[src/rtl/ifid_queue.sv]
// IF/ID instruction queue: a small circular buffer between fetch and decode.
// Holds {pc, instr, branch} entries, presents the head to decode with a
// valid/ready handshake, drops everything on flush and keeps a saturating
// count of dropped entries.
// Optional: define IFID_QUEUE_BYPASS_EN to pass an incoming entry straight
// through to the outputs in the same cycle while the queue is empty.
module ifid_queue #(
  parameter int          DEPTH      = 2,
  parameter logic [31:0] NOP_INSTR  = 32'h0000_0013,
  parameter int          DROP_CNT_W = 8
) (
  input  logic                       clk,
  input  logic                       rst,
  input  logic                       in_valid,
  input  logic [31:0]                in_pc,
  input  logic [31:0]                in_instr,
  input  logic                       in_branch,
  output logic                       in_ready,
  output logic                       out_valid,
  output logic [31:0]                out_pc,
  output logic [31:0]                out_instr,
  output logic                       out_branch,
  input  logic                       out_ready,
  input  logic                       flush,
  output logic [$clog2(DEPTH+1)-1:0] count,
  output logic [DROP_CNT_W-1:0]      drop_cnt
);
  localparam int PTR_W = $clog2(DEPTH);
  localparam int CNT_W = $clog2(DEPTH+1);
  localparam int SUM_W = DROP_CNT_W + 1;

  logic [31:0]      r_pc    [DEPTH];
  logic [31:0]      r_instr [DEPTH];
  logic             r_br    [DEPTH];
  logic [PTR_W-1:0] r_wr_ptr, r_rd_ptr;
  logic [CNT_W-1:0] r_count;
  logic [DROP_CNT_W-1:0] r_drop_cnt;

  logic             w_has;
  logic             w_byp;
  logic             w_push, w_pop, w_wr, w_rd;
  logic [SUM_W-1:0] w_sum;

  // Head is only meaningful out of reset; this keeps outputs clean while rst is high.
  assign w_has = !rst && (r_count != '0);

`ifdef IFID_QUEUE_BYPASS_EN
  assign w_byp = !rst && !flush && in_valid && (r_count == '0);
`else
  assign w_byp = 1'b0;
`endif

  // Ready comes from registered count only, so no out_ready -> in_ready path.
  assign in_ready  = !rst && (r_count != CNT_W'(DEPTH));
  assign out_valid = !rst && !flush && ((r_count != '0) || w_byp);

  assign w_push = in_valid && in_ready && !flush;
  assign w_pop  = out_valid && out_ready;
  // A bypassed entry consumed the same cycle never touches storage.
  assign w_wr   = w_push && !(w_byp && out_ready);
  assign w_rd   = w_pop && (r_count != '0);

  assign count    = r_count;
  assign drop_cnt = r_drop_cnt;
  assign w_sum    = SUM_W'(r_drop_cnt) + SUM_W'(r_count);

  // Head mux: stored head, bypassed input, or the idle NOP pattern.
  always_comb begin
    out_pc     = 32'h0;
    out_instr  = NOP_INSTR;
    out_branch = 1'b0;
    if (w_has) begin
      out_pc     = r_pc[r_rd_ptr];
      out_instr  = r_instr[r_rd_ptr];
      out_branch = r_br[r_rd_ptr];
    end else if (w_byp) begin
      out_pc     = in_pc;
      out_instr  = in_instr;
      out_branch = in_branch;
    end
  end

  // Entry storage; contents need no reset since count gates visibility.
  always_ff @(posedge clk) begin
    if (w_wr) begin
      r_pc[r_wr_ptr]    <= in_pc;
      r_instr[r_wr_ptr] <= in_instr;
      r_br[r_wr_ptr]    <= in_branch;
    end
  end

  // Pointers, occupancy and drop counter; reset beats flush beats push/pop.
  always_ff @(posedge clk) begin
    if (rst) begin
      r_wr_ptr   <= '0;
      r_rd_ptr   <= '0;
      r_count    <= '0;
      r_drop_cnt <= '0;
    end else if (flush) begin
      r_wr_ptr   <= '0;
      r_rd_ptr   <= '0;
      r_count    <= '0;
      r_drop_cnt <= w_sum[DROP_CNT_W] ? {DROP_CNT_W{1'b1}} : w_sum[DROP_CNT_W-1:0];
    end else begin
      if (w_wr) r_wr_ptr <= r_wr_ptr + 1'b1;
      if (w_rd) r_rd_ptr <= r_rd_ptr + 1'b1;
      case ({w_wr, w_rd})
        2'b10:   r_count <= r_count + 1'b1;
        2'b01:   r_count <= r_count - 1'b1;
        default: r_count <= r_count;
      endcase
    end
  end
endmodule

[config.mk]
export PLATFORM = sky130hd
export DESIGN_NAME = ifid_queue
export DESIGN_NICKNAME = d
export VERILOG_FILES = /design/src/rtl/ifid_queue.sv
export SDC_FILE = /design/constraint.sdc
export NUM_CORES = 1
export LEC_CHECK = 0
export CAP_MARGIN = 20
export CORE_MARGIN = 2
export CORE_UTILIZATION = 48
export DETAILED_ROUTE_END_ITERATION = 12
export MAX_ROUTING_LAYER = met4
export PLACE_DENSITY = 0.89
export SYNTH_ARGS = -nofsm -noshare
export SYNTH_HDL_FRONTEND = slang
export SYNTH_SLANG_ARGS = --single-unit
export TNS_END_PERCENT = 5
[constraint.sdc]
create_clock -name clk -period 5.4 [get_ports clk]
set_input_delay 1.35 -clock clk [delete_from_list [all_inputs] [get_ports clk]]
set_output_delay 1.35 -clock clk [all_outputs]
set_load 0.03 [all_outputs]
# Word-level counts from Yosys, hierarchy flattened
# Memory sizes are Yosys's and may differ from the RTL's. A register that Yosys moved wholly into a read port is not among the register bits.
# Index checks and enable logic that the tools add are counted.
dict set report word_totals {
  word_cells 41
  ramBits 130
  mem_count 3
  register_bits 12
  in_bits 70
}
# memory words word_bits read_ports rd_clocked_by_memory_dff wr line_no
set mem_list {}
lappend mem_list {r_instr 2 32 1 1 1 33} ;# logic [31:0] r_instr [DEPTH];
lappend mem_list {r_pc 2 32 1 1 1 32} ;# logic [31:0] r_pc [DEPTH];
lappend mem_list {r_br 2 1 1 1 1 34} ;# logic r_br [DEPTH];
dict set report classes {
  eq_ne 3
  n_addsub 5
  mux 13
  reduce_logical 13
}
# cell n
set op_table {}
lappend op_table {{32-bit 2-to-1 mux} 2}
lappend op_table {{8-bit by 2-bit adder with 9-bit output} 1}
lappend op_table {{1-bit 2-to-1 mux} 9}
lappend op_table {{1-bit logical AND} 8}
lappend op_table {{8-bit 2-to-1 mux} 1}
lappend op_table {{2-bit case mux with 2 select lines} 1}
lappend op_table {{2-bit nonzero test} 2}
lappend op_table {{1-bit adder, second input constant} 2}
lappend op_table {{2-bit by 1-bit adder with 2-bit output, second input constant} 1}
lappend op_table {{2-bit by 1-bit == test with 1-bit output, second input constant} 1}
lappend op_table {{2-bit == test, second input constant} 1}
lappend op_table {{1-bit logical NOT} 2}
lappend op_table {{2-bit inequality test, second input constant} 1}
lappend op_table {{2-bit OR reduction} 1}
lappend op_table {{2-bit by 1-bit subtractor with 2-bit output, second input constant} 1}

# Longest topological paths before layout
# Gate-level depths: netlist of run 1.
dict set report depth {
  word_depth 7
  ltp_mapped 8
  mapped_depth_nobuf 6
}

# Least setup slack after synthesis of run 1
# No wires, ideal clock.
dict set report synth_path {
  path_type {input -> register}
  start {input flush}
  end {memory r_br[1], enable pin}
  required_ns 4.912
  arrival_time_ns 4.507
  path_buffers 1
  stages 4
  path_slack_ns 0.405
  setup_time_ns 0.488
  cell_sequence {buf_2 -> nor2_1 -> nand3_1 -> nor2_1}
}
dict set report synth_between {
  elab_chain_cells 4
}
# element line_no
set synth_rtl {}
lappend synth_rtl {{start: declaration} 24} ;# input logic flush,
lappend synth_rtl {{1-bit logical NOT} 57} ;# assign w_push = in_valid && in_ready && !flush;
lappend synth_rtl {{1-bit logical AND} 57}
lappend synth_rtl {{1-bit 2-to-1 mux} 85} ;# if (w_wr) begin
lappend synth_rtl {{1-bit 2-to-1 mux (implied by the code)} 88} ;# r_br[r_wr_ptr] <= in_branch;
lappend synth_rtl {{end: declaration} 34}
# No other way between the ends.

# Worst setup path after layout of run 1
dict set report layout_path {
  start {input rst}
  end {output out_pc[0]}
}
dict set report layout_between {
  elab_chain_cells 3
}
# element line_no
set layout_rtl {}
lappend layout_rtl {{start: declaration} 13} ;# input logic rst,
lappend layout_rtl {{1-bit logical NOT} 45} ;# assign w_has = !rst && (r_count != '0);
lappend layout_rtl {{1-bit logical AND} 45}
lappend layout_rtl {{32-bit 2-to-1 mux} 72} ;# if (w_has) begin
lappend layout_rtl {{end: declaration} 20} ;# output logic [31:0] out_pc,
# No other way between the ends.

==> run_results.csv, run 1 <==
group,metric,value,unit
sta,timing.final.crit_share,89.8,%
clock_tree,clk_pin_slew_worst_paths,0.06,ns
clock_tree,cts.path.max_buffers,2,
power,p_per_area,306,mW/mm2
sta,rsz0062_at_grt,"false",
grt,grt_first_pass_wirelength,17.5,mm
place,hpwl,7.32,mm
worst_setup_path,required,4.05,ns
clock_tree,cts_tree,"done",
final_layout,areaGrowthSynthToFinish,37.8,%
worst_setup_path,crit_fanout,27,
final_layout,layout_common_cells,"146 x clkdlybuf4s50_1, 130 x edfxtp_1, 68 x nor2_1",
sta,clock_skew,0.00923,ns
floorplanning,die_w,112,um
logic_synthesis,synthesis.area,0.00559,mm2
final_layout,layout-drive-gt1-share,8.41,%
routing,dr.pass1.iters,4,
power,p_seq_share,52.2,%
floorplanning,io_pins,147,
logic_synthesis,synth.distinct_cells,37,
place,dpl_cell_area,0.00718,mm2
sta,report.final.slew_viol_count,0,
floorplanning,fp.coreArea,0.0114,mm2
final_layout,antenna_cells,0,
power,pwr-share-clk,42.9,%
clock_tree,cts_root_buf,"clkbuf_16",
power,power.switching,0.484,mW
clock_tree,insertion_delay,0.40,ns
worst_setup_path,path_class,"input port to output port",
grt,grt_pass1_vias,3542,
final_layout,final_nets,584,
power,sw_frac_of_total,20.5,%
worst_setup_path,crit_path_start_kind,"input port",
routing,ant_nets,0,
sta,tns,0,ns
worst_setup_path,crit_start,"rst",
final_layout,final_area,0.00770,mm2
clock_tree,htreeDepth,4,
logic_synthesis,postSynthCellCount,356,
sta,slew_headroom,25.6,%
routing,vias_per_cell,5.07,
logic_synthesis,syn_nets,430,
routing,wl_per_cell,16.4,um
grt,grt_start_max_net_pins,69,
sta,setup_viol,0,
power,total_power,2.36,mW
place,port_buffers,146,
floorplanning,start_util,49.0,%
clock_tree,clock-sinks,143,
power,comb_power_share,4.9,%
worst_setup_path,end_kind,"output port",
floorplanning,num_rows,39,
logic_synthesis,synth_seq_area_share,74.5,%
final_layout,final_core_util,67.5,%
grt,antenna_found_initial,0,
logic_synthesis,yosys_warnings,0,
clock_tree,hold_buffers,0,
floorplanning,die_y,112,um
grt,track_usage,18.6,%
worst_setup_path,worstPathArrival,3.50,ns
power,power.leakage,2.45,nW
place,routabilityCongestion,0.848,
sta,max_freq,0.206,GHz
routing,remaining_drc_errors,0,
sta,tightest_slew,1.12,ns
clock_tree,post_cts_buffers,0,
routing,dr_total_vias,3374,
clock_tree,cts.repair.resized,0,
job,maxCapViolCount,0,
min_path,hold_start,"r_rd_ptr$_SDFFE_PP0P_",
outcome,status,"complete, no violations",
power,p_int,1.87,mW
worst_setup_path,rr_startpoint,"count[1]$_SDFFE_PP0P_",
clock_tree,numCtsBuffers,17,
routing,totalWireLength,10.9,mm
power,ir_drop,0.218,mV
sta,post-route-min-period,4.85,ns
floorplanning,die_area,0.0125,mm2
min_path,hold_path_class,"register to register",
logic_synthesis,syn_area_per_cell,15.7,um2
sta,hold_violations,0,
routing,drtIter0Drc,198,
grt,grt_overflow,0,
logic_synthesis,ys_ff_latch,143,
final_layout,layout_commonest_cell,"clkdlybuf4s50_1",
-- path summary, 6_finish.rpt --
| kind | endpoint | slack [ns] | cells after the start |
|---|---|---|---|
| worst min-delay path | register | 0.50 | 2 |
| worst max register to register | count[1]$_SDFFE_PP0P_ | 3.10 | 6 |
| worst min register to register | register | 0.50 | 2 |
| worst max-delay path | out_pc[0] | 0.55 | 5 |
-- cell families (layout without fill, tap and decap cells) --
kind of cell | after synthesis | in the layout | synth area share [%]
DFF | 143 | 143 | 74.5
and+or+nand+nor | 93 | 93 | 7.36
muxes | 62 | 62 | 11.1
AOI/OAI and AO/OA | 26 | 26 | 3.33
buffers and inverters | 26 | 193 | 2.42
adders and majority gates | 4 | 4 | 1.03
xor gates and xnor gates | 2 | 2 | 0.313
-- per-layer routing --
metal | GRT usage, % | wire [um] | vias to the layer above
met2 | 30.2 | 5570 | 121
met4 | 8.05 | 148 | 0
met5 | - | 0 | -
met1 | 22.4 | 4570 | 1609
met3 | 4.35 | 643 | 11
li1 | - | - | 1633
-- synth_stat cells --
library cell	number	area, um2
a211o_1	3	26.3
a211oi_1	1	7.51
a21oi_1	7	35.0
a311oi_1	2	17.5
a31o_2	1	8.76
a31oi_1	3	18.8
a41o_2	1	11.3
and2_1	1	6.26
and3_1	1	6.26
and3b_4	1	12.5
and4_1	1	8.76
and4b_2	1	11.3
buf_1	3	11.3
buf_2	7	35.0
buf_4	5	37.5
clkbuf_8	1	13.8
dfxtp_1	13	260
edfxtp_1	130	3900
fa_1	1	20.0
ha_1	3	37.5
inv_1	10	37.5
mux2i_1	62	621
nand2_1	3	11.3
nand2b_1	1	6.26
nand3_1	2	10.0
nand4_1	3	18.8
nor2_1	69	259
nor2b_1	3	18.8
nor3_1	1	5.00
o21ai_0	5	25.0
o21bai_4	1	18.8
o311a_1	1	10.0
o31ai_1	1	7.51
or2_2	1	6.26
or3_1	5	31.3
xnor2_1	1	8.76
xor2_1	1	8.76
-- metrics by stage --
step | hold slack [ns] | worst slack [ns] | instances
after floorplan | 0.478 | 0.405 | 356
after global placement | 0.483 | 0.597 | 634
after detailed placement | 0.497 | 0.551 | 634
after CTS | 0.504 | 0.553 | 666
after global routing | 0.539 | 0.436 | 666
final | 0.504 | 0.553 | 666
-- state kept, by name, summed over array words and instances (netlist names), named ones only --
signal and count:
count 2, drop_cnt 8, r_br 2, r_instr 64
r_pc 64, r_rd_ptr 1, r_wr_ptr 1
-- final cells by class --
type	count	area (um2)
clock buffers	18	429
well taps	143	179
repair buffers	151	1500
flip-flops and latches	143	4170
multi-input cells	187	1300
fillers	793	3710
clock inverters	14	91.3
inverters	10	37.5
-- power by group through the flow --
stage | clock, mW | sequential (mW) | combinational (mW)
floorplan | 0 | 1.26 | 0.0377
global placement | 0 | 1.25 | 0.112
detailed placement | 0 | 1.26 | 0.116
CTS | 1.04 | 1.23 | 0.117
global route | 1.09 | 1.23 | 0.125
finish | 1.01 | 1.23 | 0.116
-- worst max-delay path, stage by stage --
cell             delay (ns)
clkdlybuf4s50_1        0.58
o21bai_4               0.39
buf_4                  0.30
nor2_1                 0.18
clkdlybuf4s50_1        0.69
(Power assumes the default switching activity.)
==> run 2: changes to the inputs <==
--- a/config.mk
+++ b/config.mk
@@ -11,6 +11,7 @@
 export DETAILED_ROUTE_END_ITERATION = 12
 export MAX_ROUTING_LAYER = met4
 export PLACE_DENSITY = 0.89
+export SKIP_CTS_REPAIR_TIMING = 1
 export SYNTH_ARGS = -nofsm -noshare
 export SYNTH_HDL_FRONTEND = slang
 export SYNTH_SLANG_ARGS = --single-unit
==> results of run 2 <==
The final DEF is identical to that of run 1; final timing and power are the same.
==> run 3: changes to the inputs <==
--- a/config.mk
+++ b/config.mk
@@ -12,6 +12,7 @@
 export MAX_ROUTING_LAYER = met4
 export PLACE_DENSITY = 0.89
 export SKIP_CTS_REPAIR_TIMING = 1
+export SLEW_MARGIN = 10
 export SYNTH_ARGS = -nofsm -noshare
 export SYNTH_HDL_FRONTEND = slang
 export SYNTH_SLANG_ARGS = --single-unit
==> results of run 3 <==
The final DEF is identical to that of run 1; final timing and power are the same.
